<file path="config.mk">
export PLATFORM = sky130hd
export DESIGN_NAME = wb_stage
export DESIGN_NICKNAME = d
export VERILOG_FILES = /design/src/rtl/wb_stage.sv
export SDC_FILE = /design/constraint.sdc
export NUM_CORES = 1
export LEC_CHECK = 0
export CAP_MARGIN = 30
export CORE_MARGIN = 1
export CORE_UTILIZATION = 46
export DETAILED_ROUTE_END_ITERATION = 6
export GPL_TIMING_DRIVEN = 0
export PLACE_DENSITY = 0.77
export SLEW_MARGIN = 15
export SYNTH_ARGS = -nofsm -noshare
export SYNTH_HDL_FRONTEND = slang
export SYNTH_SLANG_ARGS = --single-unit
</file>
<file path="constraint.sdc">
create_clock -name clk -period 2.31 [get_ports clk]
set_input_delay 0.231 -clock clk [delete_from_list [all_inputs] [get_ports clk]]
set_output_delay 0.231 -clock clk [all_outputs]
set_load 0.03 [all_outputs]
</file>
<file path="src/rtl/wb_stage.sv">
// Write-back stage: MEM/WB pipeline register, load/ALU result select, and retired counter.
// Optional same-cycle register-file read bypass is enabled by defining WB_BYPASS_EN.
module wb_stage #(
    parameter int WORD   = 32,
    parameter int REG_AW = 4
) (
    input  logic              clk,
    input  logic              rst,
    input  logic              freeze,
    input  logic              mem_valid,
    input  logic              WB_EN_in,
    input  logic              MEM_R_EN_in,
    input  logic [REG_AW-1:0] dest_in,
    input  logic [WORD-1:0]   ALU_result_in,
    input  logic [WORD-1:0]   mem_data_in,
`ifdef WB_BYPASS_EN
    input  logic [REG_AW-1:0] src1,
    input  logic [REG_AW-1:0] src2,
    input  logic [WORD-1:0]   rf_val1,
    input  logic [WORD-1:0]   rf_val2,
    output logic [WORD-1:0]   val1,
    output logic [WORD-1:0]   val2,
`endif
    output logic              WB_EN,
    output logic [REG_AW-1:0] destWB,
    output logic [WORD-1:0]   valueWB,
    output logic [31:0]       retired
);

    logic              valid_q;
    logic              wb_q;
    logic              memr_q;
    logic [REG_AW-1:0] dest_q;
    logic [WORD-1:0]   alu_q;
    logic [WORD-1:0]   mem_q;
    logic [31:0]       retired_q;

    always_ff @(posedge clk) begin
        if (rst) begin
            valid_q   <= 1'b0;
            wb_q      <= 1'b0;
            memr_q    <= 1'b0;
            dest_q    <= '0;
            alu_q     <= '0;
            mem_q     <= '0;
            retired_q <= '0;
        end else if (!freeze) begin
            valid_q   <= mem_valid;
            wb_q      <= WB_EN_in;
            memr_q    <= MEM_R_EN_in;
            dest_q    <= dest_in;
            alu_q     <= ALU_result_in;
            mem_q     <= mem_data_in;
            // The instruction held before this edge is the one leaving WB.
            if (valid_q)
                retired_q <= retired_q + 32'd1;
        end
    end

    always_comb begin
        WB_EN   = valid_q & wb_q;
        destWB  = dest_q;
        valueWB = memr_q ? mem_q : alu_q;
        retired = retired_q;
    end

`ifdef WB_BYPASS_EN
    always_comb begin
        val1 = (WB_EN && (destWB == src1)) ? valueWB : rf_val1;
        val2 = (WB_EN && (destWB == src2)) ? valueWB : rf_val2;
    end
`endif

endmodule

</file>
==> summary.md, run 1 <==
• finished clean — outcome
• 100 — Iter 0 DRT Violations
• 451 — number of cells produced by synthesis
• 0 ns — TNS Setup
• sky130_fd_sc_hd__clkdlybuf4s50_1 — most frequent standard cell in the layout excluding fill and tap cells
• 0.816 ns — transition at the pin with the smallest max-transition slack
• register — Critical Path Start Type
• sky130_fd_sc_hd__clkbuf_8 — clock root buffer master
• 0.00257 W — Cell Int Power
• output port — critical path endpoint category
• 3 — # H-tree levels
• 0 — number of failing hold endpoints at the final stage
• 16.2% — combinational group share of total power
• 9.75 sq um — average instance area after synthesis
• 17 — largest net degree at the start of global routing
• input port to register — Min-Delay Path Class
• 0 — post-route antenna net violation count
• 448 MHz — achievable clock frequency
• 33 — Yosys cell types
• -0.0781 ns — minimum setup slack after placement
• 10700 microns — Final Routed Wirelength
• 9240 sq um — standard cell core area
• register to output port — Worst Path Class, Setup
• 99.8 microns — Die Wd
• 142 — Port Buf Inserts
• 99.8 microns — die span in y
• 26.1% — switching part of the total power
• 8100 microns — placed wire-length estimate
• 2060 sq um — area used by sequential logic in the layout
• 0 — Post-CTS Hold Buffers
• 0 — pins over their slew limit
• 0.0760 ns — post-route worst setup slack
• 0 — total inserted antenna cells
• 2 — maximum clock path buffer count
• 0 — final setup violating endpoints
• 96.7% — final critical-path share of the clock period
• 0.000907 W — switching power
• 0 — max-capacitance violation count
• 367 uV — Worst IR Drop VDD
• 736 — Non-Filler Instances
• 0 — initial antenna violation count
• 0.10 ns — Clock Pin Slew Worst Setup and Hold Paths
• 103 — post-synthesis sequential element count
• 2.66 nW — Leak Pwr
• 9960 sq um — DIE AREA
• 47.6% — initial standard-cell utilization of the core
• built — clock tree from TritonCTS
• 35 — number of cell rows
• 46.9% — part of the Yosys area used for sequential elements
• 3788 — via total after detailed routing
• 4400 sq um — synthesized area
• 29.5% — clock share of power
• 9 — cts bufs inserted
• 14.6 microns — Avg WL per Cell
• 9.56% — ratio of cells with drive above 1 in the final layout
• 41.0% — post-synthesis to final-layout area growth
• 0 — total grt overflow
• 0.36 ns — clock latency reported for the late side of the worst-skew pair
• 2.23 ns — time the final worst path needs with I/O delays and setup
• 22.1% — GR Util All Layers
• false — setup repair after global routing missed its margin
• 143 — count of boundary I/O pins
• 5.15 — via count normalized by instance count
• 3759 — via count of the first global-routing pass
• 526 — post-synthesis net count
• 67.1% — utilization of the core after routing
• 722 — total instance count after detailed placement
• 0 — total DRC errors in the routed layout
• 103 — number of sinks on the clock net
• 10 — critical path peak fanout
• 0.00756 ns — largest clock skew in the final design
• 677 — number of nets in the layout
• 2190 sq um — Multi-input gate area
• 0.803 — Final GP Congestion
• 2.08 ns — required time of the worst setup path
• 561 nW/um^2 — total power density per cell area
• 17700 microns — first-pass GRT wire length
• 126 x sky130_fd_sc_hd__clkdlybuf4s50_1, 102 x sky130_fd_sc_hd__dfxtp_1, 84 x sky130_fd_sc_hd__nor2_1, 72 x sky130_fd_sc_hd__mux2i_1, 33 x sky130_fd_sc_hd__mux2_2 — commonest cells after routing, fill and taps aside
• 747 — fill count
• 2.00 ns — arrival time of data at the critical path endpoint
• 54.3% — relative contribution of sequential cells to total power
• 0 — total of warnings raised by yosys
• 45.6% — worst rel slew slack
• 5 — number of detailed-routing iterations run before antenna repair
worst paths after layout:
path,startpoint,endpoint,slack [ns],cells past startpoint
hold / removal,ALU_result_in[26],alu_q[26],0.47,3
setup / recovery,memr_q,valueWB[24],0.08,3
setup reg to reg,retired[18],retired[25],0.16,6
hold reg to reg,retired[31],retired[31],0.49,2
flip-flops by register name, summed over array words and instances (netlist names):
| register | cells |
|---|---|
| alu_q | 32 |
| destWB | 4 |
| mem_q | 32 |
| memr_q | 1 |
| retired | 32 |
| valid_q | 1 |
| wb_q | 1 |
kinds of logic after synthesis:
logic type	Yosys count	share of synthesized area [%]
mux	105	24.8
flops	103	46.9
buf+inv	37	3.36
fa+ha+maj	1	0.284
xor+xnor	10	1.99
simple gates	157	17.6
compound gates	38	5.01
power groups by stage:
stage	clock (W)	combinational (W)	sequential [W]
after global placement	0	0.000566	0.00192
after floorplan	0	0.000304	0.00193
final	0.00103	0.000565	0.00189
after CTS	0.00105	0.000575	0.00189
after global routing	0.00111	0.000605	0.00190
after detailed placement	0	0.000574	0.00193
cells in the mapped netlist, drive strengths merged:
library cell	number	area share [%]
dfxtp	103	47
nor2	84	7.2
mux2i	72	16
mux2	33	8.4
clkbuf	26	2.2
a21oi	18	2.0
or4	15	2.6
nand2	14	1.2
o31ai	12	2.0
nand4	10	1.6
nand3	8	0.91
o21ai	8	0.91
buf	7	0.80
and4	6	1.2
or3	6	0.88
xor2	6	1.2
inv	4	0.34
nor2b	4	0.57
xnor2	4	0.80
and2	2	0.28
and3	2	0.28
and3b	1	0.20
and4b	1	0.23
ha	1	0.28
nand3b	1	0.17
nor3	1	0.11
nor4	1	0.14
or2	1	0.14
per-stage QoR:
stage	total power [W]	area [sq um]	hold WS (ns)
finish	0.00348	6200	0.470
global placement	0.00249	5980	0.468
CTS	0.00351	6160	0.455
global route	0.00362	6200	0.462
detailed placement	0.00250	5980	0.476
floorplan	0.00223	4400	0.375
routing by layer:
metal / up-vias / global-route usage, % / routed length [microns]
li1: 1888 / - / -
met1: 1769 / 25.6 / 4520
met2: 121 / 38.2 / 5220
met3: 10 / 7.52 / 870
met4: 0 / 7.35 / 108
met5: - / 0 / 0
critical path, stage by stage, from the launching register on:
cell	delay, ns
sky130_fd_sc_hd__dfxtp_2	0.43
sky130_fd_sc_hd__clkbuf_4	0.25
sky130_fd_sc_hd__mux2_2	0.36
sky130_fd_sc_hd__clkdlybuf4s50_1	0.60
final cells by class:
cell class / count / area share (%)
Clock inverter: 5 / 0.545
Timing Repair Buffer: 142 / 23.6
Multi-Input combinational cell: 311 / 35.3
Buffer: 31 / 2.20
Inverter: 4 / 0.242
Tap cell: 129 / 2.60
Clock buffer: 11 / 2.28
Sequential cell: 103 / 33.3
timing repair:
item / 4_1_cts / 5_1_grt
resized for setup: 7 / 16
buffers inserted: 0 / 0
pin swaps: 0 / 1
hold endpoints to repair: 0 / 0
setup endpoints to repair: 29 / 18
cloned: 0 / 0
Power figures use the tool's default switching activity.
==> inputs of run 2 (changes only) <==
--- a/config.mk
+++ b/config.mk
@@ -11,6 +11,7 @@
 export DETAILED_ROUTE_END_ITERATION = 6
 export GPL_TIMING_DRIVEN = 0
 export PLACE_DENSITY = 0.77
+export SETUP_SLACK_MARGIN = 0.5
 export SLEW_MARGIN = 15
 export SYNTH_ARGS = -nofsm -noshare
 export SYNTH_HDL_FRONTEND = slang
==> run 2 against run 1 <==
Net effect:
- first-iteration DRC count increased by 18%
- global-route usage rose by 0.34 points
- power grew 2.6%
- highest routed layer unchanged
- sequential share of layout area is essentially flat
- non-clock buffer count rose by 16
- largest cell class unchanged
- setup slack improved by 0.31 ns
- die area stayed put
- clock power rose by 11%
==> summary.md, run 2 (synthesized netlist as in run 1, its figures left out) <==
• 722 — total instance count after detailed placement, unchanged
• 752 — Non-Filler Instances, +2.2%
• 561 nW/um^2 — total power density per cell area, about the same
• sky130_fd_sc_hd__clkbuf_8 — clock root buffer master
• retired[25] — worst setup path endpoint
• retired[18] — CP Launch Point
• 0 — post-route antenna net violation count, unchanged
• 44.8% — post-synthesis to final-layout area growth
• input port to register — Min-Delay Path Class
• 0 — total grt overflow, unchanged
• 3 — # H-tree levels, unchanged
• 99.8 microns — die span in y, unchanged
• 17700 microns — first-pass GRT wire length, +0.28%
• retired[25] — capture instance of the worst register-to-register path
• 23.4% — ratio of cells with drive above 1 in the final layout, +14 points
• 0 — final setup violating endpoints, unchanged
• 3886 — via total after detailed routing, +2.6%
• 58.2% — worst rel slew slack, +13 points
• 0.834 — Final GP Congestion, +3.9%
• register — Critical Path Start Type
• 0.39 ns — FF-to-FF setup slack, +0.23 ns
• 0 — number of failing hold endpoints at the final stage, unchanged
• register to register — Worst Path Class, Setup
• 142 — Port Buf Inserts, unchanged
• 0 — initial antenna violation count, unchanged
• 11100 microns — Final Routed Wirelength, +3.8%
• 0.626 ns — transition at the pin with the smallest max-transition slack, -0.190 ns
• 5.17 — via count normalized by instance count, +0.40%
• 9240 sq um — standard cell core area, unchanged
• 25.9% — switching part of the total power, -0.15 points
• 2.72 nW — Leak Pwr, +2.3%
• 0.0117 ns — largest clock skew in the final design, +0.00411 ns
• 0.000926 W — switching power, +2.0%
• true — setup repair after global routing missed its margin
• 15.5% — combinational group share of total power, -0.7 points
• 10 — critical path peak fanout, unchanged
• 83.1% — final critical-path share of the clock period, -14 points
• 47.6% — initial standard-cell utilization of the core, unchanged
• 68.9% — utilization of the core after routing, +1.8 points
• 2 — maximum clock path buffer count, unchanged
• 8090 microns — placed wire-length estimate, about the same
• 1.92 ns — time the final worst path needs with I/O delays and setup, -0.314 ns
• 0 — total inserted antenna cells, unchanged
• 0 — pins over their slew limit, unchanged
• 3819 — via count of the first global-routing pass, +1.6%
• built — clock tree from TritonCTS
• 9960 sq um — DIE AREA, unchanged
• retired[18] — Reg2Reg Launch Point
• 105 x sky130_fd_sc_hd__clkdlybuf4s50_1, 84 x sky130_fd_sc_hd__nor2_1, 80 x sky130_fd_sc_hd__dfxtp_1, 72 x sky130_fd_sc_hd__mux2i_1, 33 x sky130_fd_sc_hd__mux2_2 — commonest cells after routing, fill and taps aside
• finished clean — outcome
• 4 — number of detailed-routing iterations run before antenna repair, -1
• 0 — total DRC errors in the routed layout, unchanged
• register — critical path endpoint category
• 0.471 ns — hold slack, +0.000972 ns
• 35 — number of cell rows, unchanged
• 433 uV — Worst IR Drop VDD, +18%
• 143 — count of boundary I/O pins, unchanged
• 2.21 ns — arrival time of data at the critical path endpoint, +0.21 ns
• 0 — Post-CTS Hold Buffers, unchanged
• 0 — max-capacitance violation count, unchanged
• 0.00264 W — Cell Int Power, +2.8%
• 118 — Iter 0 DRT Violations, +18%
• 52.6% — relative contribution of sequential cells to total power, -1.7 points
• 9 — cts bufs inserted, unchanged
• 17 — largest net degree at the start of global routing, unchanged
• 99.8 microns — Die Wd, unchanged
• 6 — Reg2Reg Depth, unchanged
• 0.36 ns — clock latency reported for the late side of the worst-skew pair, about the same
• sky130_fd_sc_hd__clkdlybuf4s50_1 — most frequent standard cell in the layout excluding fill and tap cells
• 14.8 microns — Avg WL per Cell, +1.6%
• 22.5% — GR Util All Layers, +0.34 points
• 103 — number of sinks on the clock net, unchanged
• 31.9% — clock share of power, +2.4 points
• 0.11 ns — Clock Pin Slew Worst Setup and Hold Paths, about the same
• 693 — number of nets in the layout, +2.4%
• 521 MHz — achievable clock frequency, +16%
• 2.60 ns — required time of the worst setup path, +0.52 ns
## run 2: cell types whose count changed in the layout (fill, tap and decap cells not counted), moves of 4 or more
| cell | previous run | this run |
|---|---|---|
| sky130_fd_sc_hd__clkbuf_2 | 0 | 7 |
| sky130_fd_sc_hd__dfxtp_1 | 102 | 80 |
| sky130_fd_sc_hd__buf_2 | 1 | 29 |
| sky130_fd_sc_hd__clkbuf_1 | 22 | 12 |
| sky130_fd_sc_hd__clkbuf_16 | 0 | 4 |
| sky130_fd_sc_hd__buf_4 | 0 | 19 |
| sky130_fd_sc_hd__clkdlybuf4s50_1 | 126 | 105 |
| sky130_fd_sc_hd__dlymetal6s2s_1 | 16 | 4 |
| sky130_fd_sc_hd__dfxtp_4 | 0 | 10 |
| sky130_fd_sc_hd__dfxtp_2 | 1 | 13 |
## run 2: what timing repair did
item | in CTS | in global routing
setup endpoints to repair | 109 | 55
buffers inserted | 10 | 4
resized for setup | 182 | 25
pin swaps | 3 | 4
## run 2: cell type report
cell class / count / area, sq um
Tap cell: 129 / 161
Inverter: 4 / 15.0
Multi-Input combinational cell: 311 / 2220
Sequential cell: 103 / 2120
Fill cell: 754 / 2870
Timing Repair Buffer: 156 / 1400
Clock buffer: 13 / 180
Clock inverter: 3 / 22.5
Buffer: 33 / 251
## run 2: per-layer routing
layer / global-route usage, % / part of all wire (%) / up-vias / routed length [microns]
met4: 7.35 / 1.2 / 0 / 132
met2: 40.0 / 49 / 137 / 5440
met5: 0 / 0 / - / 0
met1: 25.2 / 42 / 1826 / 4660
li1: - / - / 1911 / -
met3: 7.45 / 8.0 / 12 / 894
## run 2: power groups by stage
| stage | logic, W | registers, W | clock network (W) |
|---|---|---|---|
| floorplan | 0.000304 | 0.00191 | 0 |
| global placement | 0.000566 | 0.00191 | 0 |
| detailed placement | 0.000575 | 0.00192 | 0 |
| CTS | 0.000556 | 0.00188 | 0.00115 |
| global route | 0.000593 | 0.00189 | 0.00122 |
| finish | 0.000554 | 0.00188 | 0.00114 |
## run 2: worst min path at each step
stage | start | end | slack (ns) | cells after the start
CTS | ALU_result_in[16] | alu_q[16] | 0.46 | 3
global placement | mem_q[12] | mem_q[12] | 0.47 | 2
global route | mem_data_in[15] | mem_q[15] | 0.46 | 3
finish | ALU_result_in[16] | alu_q[16] | 0.47 | 3
detailed placement | mem_q[29] | mem_q[29] | 0.48 | 2
floorplan | ALU_result_in[0] | alu_q[0] | 0.37 | 2
## run 2: metrics by stage
step                      total power [W]  setup TNS, ns  area [sq um]  worst slack, ns
after floorplan                   0.00222              0          4460            0.387
after global placement            0.00248          -1.03          6040          -0.0679
after detailed placement          0.00249         -0.981          6040          -0.0649
after global routing              0.00370              0          6370            0.337
after CTS                         0.00358              0          6280            0.391
final                             0.00357              0          6370            0.390
## run 2: critical path, stage by stage, from the launching register on
cell and delay [ns]:
sky130_fd_sc_hd__dfxtp_4 0.36, sky130_fd_sc_hd__nand4_1 0.12, sky130_fd_sc_hd__or4_4 0.49, sky130_fd_sc_hd__buf_6 0.14
sky130_fd_sc_hd__buf_6 0.13, sky130_fd_sc_hd__or4_4 0.48, sky130_fd_sc_hd__a21oi_2 0.13
